==> config.mk <==
export PLATFORM = sky130hd
export DESIGN_NAME = vga_display_pipe
export DESIGN_NICKNAME = d
export VERILOG_FILES = /design/src/rtl/vga_timing_pkg.sv /design/src/rtl/pipe_delay.sv /design/src/rtl/vga_display_pipe.sv
export SDC_FILE = /design/constraint.sdc
export NUM_CORES = 1
export LEC_CHECK = 0
export ABC_AREA = 1
export CORE_AREA = 8 8 75 71
export DETAILED_ROUTE_END_ITERATION = 16
export DIE_AREA = 0 0 83 79
export PLACE_DENSITY = 0.74
export SYNTH_ARGS = -nofsm -noshare
export SYNTH_HDL_FRONTEND = slang
export SYNTH_SLANG_ARGS = --single-unit
==> constraint.sdc <==
create_clock -name clk_25 -period 1.5 [get_ports clk_25]
set_input_delay 0.3 -clock clk_25 [delete_from_list [all_inputs] [get_ports clk_25]]
set_output_delay 0.3 -clock clk_25 [all_outputs]
set_load 0.02 [all_outputs]
==> src/rtl/vga_timing_pkg.sv <==
// Shared VGA timing constants, sync polarity encodings and the control bundle that is
// carried alongside pixel data through the display pipeline.
package vga_timing_pkg;

    // 640x480 @ 60 Hz, 25 MHz pixel clock
    localparam int VGA640_WIDTH  = 640;
    localparam int VGA640_H_FP   = 16;
    localparam int VGA640_H_SYNC = 96;
    localparam int VGA640_H_BP   = 48;
    localparam int VGA640_HEIGHT = 480;
    localparam int VGA640_V_FP   = 10;
    localparam int VGA640_V_SYNC = 2;
    localparam int VGA640_V_BP   = 33;

    localparam logic ACTIVE_LOW  = 1'b0;
    localparam logic ACTIVE_HIGH = 1'b1;

    typedef struct packed {
        logic valid;
        logic hs;
        logic vs;
    } vga_ctl_t;

    function automatic int total_len(input int active, input int fp, input int sync,
                                     input int bp);
        return active + fp + sync + bp;
    endfunction

endpackage

==> src/rtl/pipe_delay.sv <==
// Fixed-depth shift register with synchronous reset; DEPTH=0 is a plain wire.
module pipe_delay #(
    parameter int unsigned   DW      = 1,
    parameter int unsigned   DEPTH   = 1,
    parameter logic [DW-1:0] RST_VAL = '0
) (
    input  logic          clk_i,
    input  logic          rst_i,
    input  logic [DW-1:0] d_i,
    output logic [DW-1:0] q_o
);

    if (DEPTH == 0) begin : gen_wire
        logic unused_ctrl;
        assign unused_ctrl = clk_i ^ rst_i;
        assign q_o         = d_i;
    end else begin : gen_shift
        logic [DW-1:0] stage_q [DEPTH];

        always_ff @(posedge clk_i) begin
            if (rst_i) begin
                for (int i = 0; i < int'(DEPTH); i++) stage_q[i] <= RST_VAL;
            end else begin
                stage_q[0] <= d_i;
                for (int i = 1; i < int'(DEPTH); i++) stage_q[i] <= stage_q[i-1];
            end
        end

        assign q_o = stage_q[DEPTH-1];
    end

endmodule

==> src/rtl/vga_display_pipe.sv <==
// VGA timing generator with a latency-matched, blanked and registered RGB/sync output stage.
module vga_display_pipe
    import vga_timing_pkg::*;
#(
    parameter int          WIDTH    = VGA640_WIDTH,
    parameter int          HEIGHT   = VGA640_HEIGHT,
    parameter int          H_FP     = VGA640_H_FP,
    parameter int          H_SYNC   = VGA640_H_SYNC,
    parameter int          H_BP     = VGA640_H_BP,
    parameter int          V_FP     = VGA640_V_FP,
    parameter int          V_SYNC   = VGA640_V_SYNC,
    parameter int          V_BP     = VGA640_V_BP,
    parameter logic        H_POL    = ACTIVE_LOW,
    parameter logic        V_POL    = ACTIVE_LOW,
    parameter int unsigned RGB_BITS = 4,
    parameter int unsigned RGB_LAT  = 0
) (
    input  logic                      clk_25,
    input  logic                      reset,
    input  logic [RGB_BITS-1:0]       Red_level,
    input  logic [RGB_BITS-1:0]       Green_level,
    input  logic [RGB_BITS-1:0]       Blue_level,
    output logic [$clog2(WIDTH)-1:0]  pxl_x,
    output logic [$clog2(HEIGHT)-1:0] pxl_y,
    output logic                      pxl_valid,
    output logic                      vblank_start,
    output logic [RGB_BITS-1:0]       Red,
    output logic [RGB_BITS-1:0]       Green,
    output logic [RGB_BITS-1:0]       Blue,
    output logic                      disp_ena,
    output logic                      h_sync,
    output logic                      v_sync
);

    if (WIDTH <= 0 || HEIGHT <= 0 || H_SYNC <= 0 || V_SYNC <= 0 ||
        H_FP < 0 || H_BP < 0 || V_FP < 0 || V_BP < 0) begin : gen_bad_cfg
        $error("vga_display_pipe: invalid timing parameters");
    end

    localparam int H_TOTAL = total_len(WIDTH, H_FP, H_SYNC, H_BP);
    localparam int V_TOTAL = total_len(HEIGHT, V_FP, V_SYNC, V_BP);
    localparam int HCW     = $clog2(H_TOTAL);
    localparam int VCW     = $clog2(V_TOTAL);
    localparam int XW      = $clog2(WIDTH);
    localparam int YW      = $clog2(HEIGHT);

    localparam logic [HCW-1:0] H_MAX  = HCW'(H_TOTAL - 1);
    localparam logic [HCW-1:0] H_ACT  = HCW'(WIDTH);
    localparam logic [HCW-1:0] HS_BEG = HCW'(WIDTH + H_FP);
    localparam logic [HCW-1:0] HS_END = HCW'(WIDTH + H_FP + H_SYNC - 1);
    localparam logic [VCW-1:0] V_MAX  = VCW'(V_TOTAL - 1);
    localparam logic [VCW-1:0] V_ACT  = VCW'(HEIGHT);
    localparam logic [VCW-1:0] VS_BEG = VCW'(HEIGHT + V_FP);
    localparam logic [VCW-1:0] VS_END = VCW'(HEIGHT + V_FP + V_SYNC - 1);

    logic [HCW-1:0] h_cnt_q, h_cnt_d;
    logic [VCW-1:0] v_cnt_q, v_cnt_d;

    always_comb begin
        h_cnt_d = h_cnt_q + HCW'(1);
        v_cnt_d = v_cnt_q;
        if (h_cnt_q == H_MAX) begin
            h_cnt_d = '0;
            v_cnt_d = (v_cnt_q == V_MAX) ? '0 : v_cnt_q + VCW'(1);
        end
    end

    always_ff @(posedge clk_25) begin
        if (reset) begin
            h_cnt_q <= '0;
            v_cnt_q <= '0;
        end else begin
            h_cnt_q <= h_cnt_d;
            v_cnt_q <= v_cnt_d;
        end
    end

    // Stage 0: pure decode of the counter registers
    vga_ctl_t ctl_raw, ctl_dly;

    always_comb begin
        ctl_raw.valid = (h_cnt_q < H_ACT) && (v_cnt_q < V_ACT);
        ctl_raw.hs    = (h_cnt_q >= HS_BEG) && (h_cnt_q <= HS_END);
        ctl_raw.vs    = (v_cnt_q >= VS_BEG) && (v_cnt_q <= VS_END);
    end

    assign pxl_valid    = ctl_raw.valid;
    assign pxl_x        = ctl_raw.valid ? h_cnt_q[XW-1:0] : '0;
    assign pxl_y        = ctl_raw.valid ? v_cnt_q[YW-1:0] : '0;
    assign vblank_start = (h_cnt_q == '0) && (v_cnt_q == V_ACT);

    // Control bits wait RGB_LAT cycles so they line up with the drawing logic's colour
    pipe_delay #(
        .DW     ($bits(vga_ctl_t)),
        .DEPTH  (RGB_LAT),
        .RST_VAL('0)
    ) u_ctl_delay (
        .clk_i(clk_25),
        .rst_i(reset),
        .d_i  (ctl_raw),
        .q_o  (ctl_dly)
    );

    logic [RGB_BITS-1:0] red_q, green_q, blue_q;
    logic                de_q, hs_q, vs_q;

    always_ff @(posedge clk_25) begin
        if (reset) begin
            red_q   <= '0;
            green_q <= '0;
            blue_q  <= '0;
            de_q    <= 1'b0;
            hs_q    <= ~H_POL;
            vs_q    <= ~V_POL;
        end else begin
            red_q   <= ctl_dly.valid ? Red_level   : '0;
            green_q <= ctl_dly.valid ? Green_level : '0;
            blue_q  <= ctl_dly.valid ? Blue_level  : '0;
            de_q    <= ctl_dly.valid;
            hs_q    <= ctl_dly.hs ? H_POL : ~H_POL;
            vs_q    <= ctl_dly.vs ? V_POL : ~V_POL;
        end
    end

    assign Red      = red_q;
    assign Green    = green_q;
    assign Blue     = blue_q;
    assign disp_ena = de_q;
    assign h_sync   = hs_q;
    assign v_sync   = vs_q;

endmodule

==> results.yml <==
setup_path:
  crit_arrival_ns: 1.55
  reg2reg_to: "v_cnt_q[3]$_SDFFE_PP0N_"
  endpoint: "vblank_start"
  rrSetupSlack_ns: -0.07
  rr_startpoint: "h_cnt_q[0]$_SDFF_PP0_"
  worst_r2r_path_depth: 11
  cp-start-kind: "flop"
  end_kind: "output port"
  worstPathMaxFanout: 3
  crit_type: "reg2out"
  required_ns: 1.20
  crit_start: "v_cnt_q[8]$_SDFFE_PP0N_"
grt:
  antenna_found_initial: 0
  grt_max_degree: 20
  grt_use_met3: 0.0613
  grt_pass1_vias: 1997
  grt_pass1_wl_um: 8910
  grt_usage: 0.162
  grt_use_met2: 0.272
  busiest_layer: "met2"
  met1_usage: 0.176
  grt-ovfl-total: 0
timing:
  hold_viol: 0
  grt_setup_unrepaired: "true"
  fmax_ghz: 0.541
  fin_ws_ns: -0.349
  tightest_slew_ns: 0.479
  skew_ns: 0.0114
  final-setup-viol-count: 34
  final-max-slew-violation-count: 0
  finalCritPeriodShare: 1.23
  fin_crit_ns: 1.85
  relSlewSlack: 0.680
cells_and_area:
  n_antenna_cell: 0
  nets: 388
  area_growth_pct: 72.3
  fin_cells: 421
  mostFrequentLayoutCells: "buf_4, nor2_1, nand2_1, inv_1, dfxtp_1"
  final_layout_size_suffix_gt1_frac: 0.431
  stdcell_area_um2: 3020
  final_common_cell: "buf_4"
synth:
  yosysSeqAreaShare: 0.400
  syn_nets: 269
  yosys_warnings: 0
  syn_area_per_cell_um2: 6.98
  yosys_register_bits: 35
  synth_cell_types: 24
  ys.flop_type: "dfxtp_1"
  syn-cell-area_um2: 1750
  syn_inst: 251
  async_reset_ff_frac: 0
  synth-edff-count: 0
run_status:
  violations: "negative setup slack"
  outcome: "finished with violations"
clock_network:
  insertion_delay_ns: 0.30
  holdBufCountCts: 0
  clk_path_buf_depth: 2
  numClockSinks: 35
  cts_tree: "done"
  cts_buffers: 5
  cts_max_level: 2
  cts.clk_slew.worst_paths_ns: 0.08
  root_buffer: "clkbuf_8"
placed_design:
  finalWeightedCongestion: 0.885
  postPlaceCellArea_um2: 2650
  post-place-cells: 396
  hpwl_um: 3850
  port_buffers: 49
pwr:
  ir_drop_uv: 660
  power_density_nw_per_um2: 622
  leakagePower_uw: 0.00141
  power_uw: 1880
flow_run:
  maxCapViolations: 0
min_path:
  hp-class: "reg2reg"
routing:
  drt_iter0_drc: 179
  via_count: 2182
  postRouteAntennaNets: 0
  drc: 0
  vias_per_cell: 5.18
  avgRoutedWirePerCell_um: 15.3
  drt_pass1_iterations: 5
  drt_wl_total_um: 6440
floorplan:
  die_x_um: 83
  rows: 23
  ioPinCount: 50
  dieHeight_um: 79
  core_area_um2: 4170
  initial_core_util: 0.420
  dieArea_um2: 6560
stage by stage:
stage	setup TNS, ns	util	hold slack, ns	worst slack [ns]
floorplan	-1.07	-	0.369	-0.107
global placement	-7.07	0.634	0.508	-0.359
detailed placement	-7.99	0.634	0.531	-0.398
CTS	-4.39	0.652	0.529	-0.243
global route	-9.36	0.724	0.539	-0.398
finish	-6.31	0.724	0.535	-0.349
cell usage after synthesis, types with 2 or more instances:
| master | number | area [um^2] |
|---|---|---|
| dfxtp_1 | 35 | 701 |
| nand2_1 | 44 | 165 |
| o21ai_2 | 3 | 26.3 |
| nor4_1 | 2 | 12.5 |
| nor2_2 | 12 | 75.1 |
| ha_1 | 4 | 50.1 |
| nand2_2 | 7 | 43.8 |
| nor3b_1 | 2 | 15.0 |
| inv_1 | 37 | 139 |
| inv_2 | 3 | 11.3 |
| nand3_1 | 19 | 95.1 |
| nor2_1 | 49 | 184 |
| a21oi_1 | 8 | 40.0 |
| buf_6 | 4 | 45.0 |
| nor2_4 | 3 | 33.8 |
| nand4_1 | 8 | 50.1 |
| o21ai_0 | 4 | 20.0 |
worst min-delay path by stage:
stage | start | end | depth (start not counted) | slack (ns)
floorplan | reset | v_cnt_q[4]$_SDFFE_PP0N_ | 1 | 0.37
global placement | h_cnt_q[0]$_SDFF_PP0_ | h_cnt_q[0]$_SDFF_PP0_ | 2 | 0.51
detailed placement | h_cnt_q[7]$_SDFF_PP0_ | h_cnt_q[8]$_SDFF_PP0_ | 2 | 0.53
CTS | h_cnt_q[0]$_SDFF_PP0_ | h_cnt_q[0]$_SDFF_PP0_ | 2 | 0.53
global route | Blue_level[1] | Blue[1]$_SDFF_PP0_ | 3 | 0.54
finish | h_cnt_q[7]$_SDFF_PP0_ | h_cnt_q[8]$_SDFF_PP0_ | 2 | 0.54
critical path, cell delays in order (launching register included):
cell     delay, ns
dfxtp_2       0.34
nand4_1       0.25
nor4_2        0.45
buf_4         0.21
logic make-up after synthesis:
group / synth area share
and+or+nand+nor: 0.388
buffers and inverters: 0.122
DFF: 0.400
AOI/OAI and AO/OA: 0.0571
adders and majority gates: 0.0286
xor gates and xnor gates: 0.00500
flip-flops by register name, summed over array words and instances, names as in the netlist:
register and count:
v_cnt_q 10, Green 4, v_sync 1, h_sync 1, Blue 4, h_cnt_q 10, disp_ena 1, Red 4
power breakdown:
part	leakage (uW)	total [uW]	switching [uW]	internal, uW
combinational	0.00108	241	120	121
clock	0.0000412	675	351	324
sequential	0.000289	962	7.22	954
layout make-up:
class / instances / area (um^2)
Fill cell: 304 / 1150
Multi-Input combinational cell: 171 / 1040
Timing Repair Buffer: 116 / 963
Sequential cell: 35 / 708
Inverter: 41 / 159
Clock buffer: 6 / 72.6
Tap cell: 50 / 62.6
Clock inverter: 2 / 12.5
per-layer routing:
metal / wire [um] / vias up
li1: - / 1013
met1: 2460 / 1008
met2: 3040 / 130
met3: 731 / 31
met4: 215 / 0
met5: 0 / -
what timing repair did:
action | 4_1_cts | 5_1_grt
cloned | 1 | 1
pin swaps | 4 | 13
buffers inserted | 4 | 12
setup endpoints to repair | 44 | 51
gates resized for setup | 134 | 51
(Power assumes the default switching activity.)
==> RTL edit (config.mk and constraints unchanged) <==
Add an input register stage for `Blue_level`, with the module's reset; this delays it by one clock. The other inputs are not delayed to match.
--- a/src/rtl/vga_display_pipe.sv
+++ b/src/rtl/vga_display_pipe.sv
@@ -31,6 +31,16 @@
     output logic                      h_sync,
     output logic                      v_sync
 );
+
+    logic [RGB_BITS-1:0] Blue_level_q;
+
+    always_ff @(posedge clk_25) begin
+        if (reset) begin
+            Blue_level_q <= '0;
+        end else begin
+            Blue_level_q <= Blue_level;
+        end
+    end
 
     if (WIDTH <= 0 || HEIGHT <= 0 || H_SYNC <= 0 || V_SYNC <= 0 ||
         H_FP < 0 || H_BP < 0 || V_FP < 0 || V_BP < 0) begin : gen_bad_cfg
@@ -115,7 +125,7 @@
         end else begin
             red_q   <= ctl_dly.valid ? Red_level   : '0;
             green_q <= ctl_dly.valid ? Green_level : '0;
-            blue_q  <= ctl_dly.valid ? Blue_level  : '0;
+            blue_q  <= ctl_dly.valid ? Blue_level_q : '0;
             de_q    <= ctl_dly.valid;
             hs_q    <= ctl_dly.hs ? H_POL : ~H_POL;
             vs_q    <= ctl_dly.vs ? V_POL : ~V_POL;
Check against the original RTL: not equivalent (Yosys sat finds a counterexample within 4 cycles, from zero or initial values and one cycle with reset high).
==> RTL edit against the original RTL <==
The flow still finishes with violations (setup timing). Worst setup slack improved by 0.065 ns. Power rose by 9.7%. Core utilization rose by 5.7 points. Largest cell class unchanged. Area after synthesis rose by 3.6%. Sequential cell count rose by 4. Wire length grew 8.8%. Via count is 2.8% higher. First-iteration DRC count rose by 60%. Cell area up 7.9%.
==> RTL edit: results (changes against the original RTL) <==
| Metric | Value |
|---|---|
| Failing checks | setup timing |
| CP max FO | 2 (-1) |
| Final #Nets | 399 (+2.8%) |
| Met1 GRT Util | 18.4% (+0.84 points) |
| Setup tns final | -4.80 ns (+1.51 ns) |
| Synth cell count leaders | nor2_1 (61), inv_1 (48), nand2_1 (46) |
| Max Root-Sink Buffers | 2 (unchanged) |
| Worst skew pair latency | 0.29 ns |
| Unique cell type count in the Yosys netlist | 22 (-8.3%) |
| Final WL | 7010 um (+8.8%) |
| CTS Buf Count | 5 (unchanged) |
| Non-Filler Instances | 432 (+2.6%) |
| Relative slew slack | 78.4% (+10 points) |
| Root Buffer | clkbuf_8 |
| Hold/Removal Path Class | register to register |
| H-tree depth | 2 (unchanged) |
| Cells after synthesis | 266 (+6.0%) |
| DR DRC count | 0 (unchanged) |
| Aggregate global-route resource usage | 16.4% (+0.15 points) |
| # setup viols final | 23 (-32%) |
| P_leak | 1.53 nW (+8.0%) |
| Final HPWL from detailed placement | 4090 um (+6.3%) |
| Top cells by area, synth | dfxtp_1 (43%), nor2_1 (13%), inv_1 (9.9%) |
| Layout cells sized above 1 | 40.1% (-3.1 points) |
| CP max stage delay | 0.33 ns (-0.12 ns) |
| Met2 Use GR | 28.6% (+1.4 points) |
| Final estimated routing congestion in global placement | 0.892 (+0.78%) |
| CP max stage cell | dfxtp_2 |
| Buffers on Ports | 49 (unchanged) |
| Fin worst setup slack | -0.285 ns (+0.0647 ns) |
| Critical Path AT | 1.48 ns (-0.07 ns) |
| Main synth FF type | dfxtp_1 |
| Synth warn | 0 (unchanged) |
| Mapped Nets | 284 (+5.6%) |
| Via Count | 2244 (+2.8%) |
| Largest net degree at the start of global routing | 20 (unchanged) |
| Met3 GRT Util | 5.01% (-1.1 points) |
| DR iter-0 viols | 287 (+60%) |
| Setup Skew | 0.00572 ns (-0.00573 ns) |
| Vias in the first global route | 1979 (-0.90%) |
| First-pass GRT wire length | 9000 um (+1.0%) |
| Peak supply drop | 743 uV (+13%) |
| Seq/Total Area, Yosys | 43.0% (+3.0 points) |
| Placed Cells incl. Taps | 414 (+4.5%) |
| Async S/R FF share, synth | 0% (unchanged) |
| Number of fill cells | 272 (-11%) |
| Status | finished with violations |
| Antenna cells | 0 (unchanged) |
==> RTL edit: per-layer routing <==
layer  vias to the layer above  wire, um
met5                         -         0
li1                       1049         -
met4                         0       257
met3                        32       480
met1                      1044      2730
met2                       119      3540
==> RTL edit: final cells by class <==
| class | count | area (um2) | area share [%] |
|---|---|---|---|
| Timing Repair inverter | 3 | 33.8 | 1.04 |
| Sequential cell | 39 | 795 | 24.4 |
| Clock inverter | 3 | 25.0 | 0.768 |
| Multi-Input combinational cell | 172 | 1080 | 33.1 |
| Clock buffer | 5 | 68.8 | 2.11 |
| Tap cell | 50 | 62.6 | 1.92 |
| Inverter | 50 | 195 | 5.99 |
| Timing Repair Buffer | 110 | 1000 | 30.7 |
==> RTL edit: kinds of logic after synthesis <==
group           share of synthesized area [%]
fa+ha+maj                                2.76
flops                                    43.0
xor+xnor                                0.483
compound gates                           4.41
buf+inv                                  12.6
simple gates                             36.7
==> RTL edit: metrics by stage <==
step / util (%) / setup WS (ns) / area [um2]
finish: 78.1 / -0.285 / 3260
detailed placement: 66.5 / -0.438 / 2780
floorplan: - / -0.120 / 1820
CTS: 68.1 / -0.237 / 2840
global route: 78.1 / -0.365 / 3260
global placement: 66.5 / -0.405 / 2780
==> RTL edit: critical path, delay by kind of cell (launching register included) <==
| family | cells | cell delay (ns) |
|---|---|---|
| adders and majority gates | 1 | 0.16 |
| buffers and inverters | 2 | 0.24 |
| DFF | 1 | 0.33 |
| and+or+nand+nor | 2 | 0.47 |
==> RTL edit: path summary, 6_finish.rpt <==
check	from	endpoint	slack, ns	cells past startpoint
max	h_cnt_q[1]	vblank_start	-0.28	5
min	Blue_level_q[0]	Blue[0]	0.41	2
max reg2reg	h_cnt_q[7]	v_cnt_q[9]	-0.07	10
min reg2reg	Blue_level_q[0]	Blue[0]	0.41	2
==> RTL edit: where the power goes <==
| group | leakage (nW) | total, mW | internal, mW | switching [mW] |
|---|---|---|---|---|
| Combinational | 1.16 | 0.239 | 0.118 | 0.121 |
| Sequential | 0.324 | 1.07 | 1.06 | 0.00950 |
| Clock | 0.0443 | 0.749 | 0.333 | 0.416 |
==> RTL edit: repair_timing <==
item	CTS	global route
hold buffers	0	0
pin swaps	5	9
buffers inserted	1	7
endpoints found under the setup margin	41	41
endpoints found under the hold margin	0	0
gates resized for setup	136	98
gates cloned	0	3
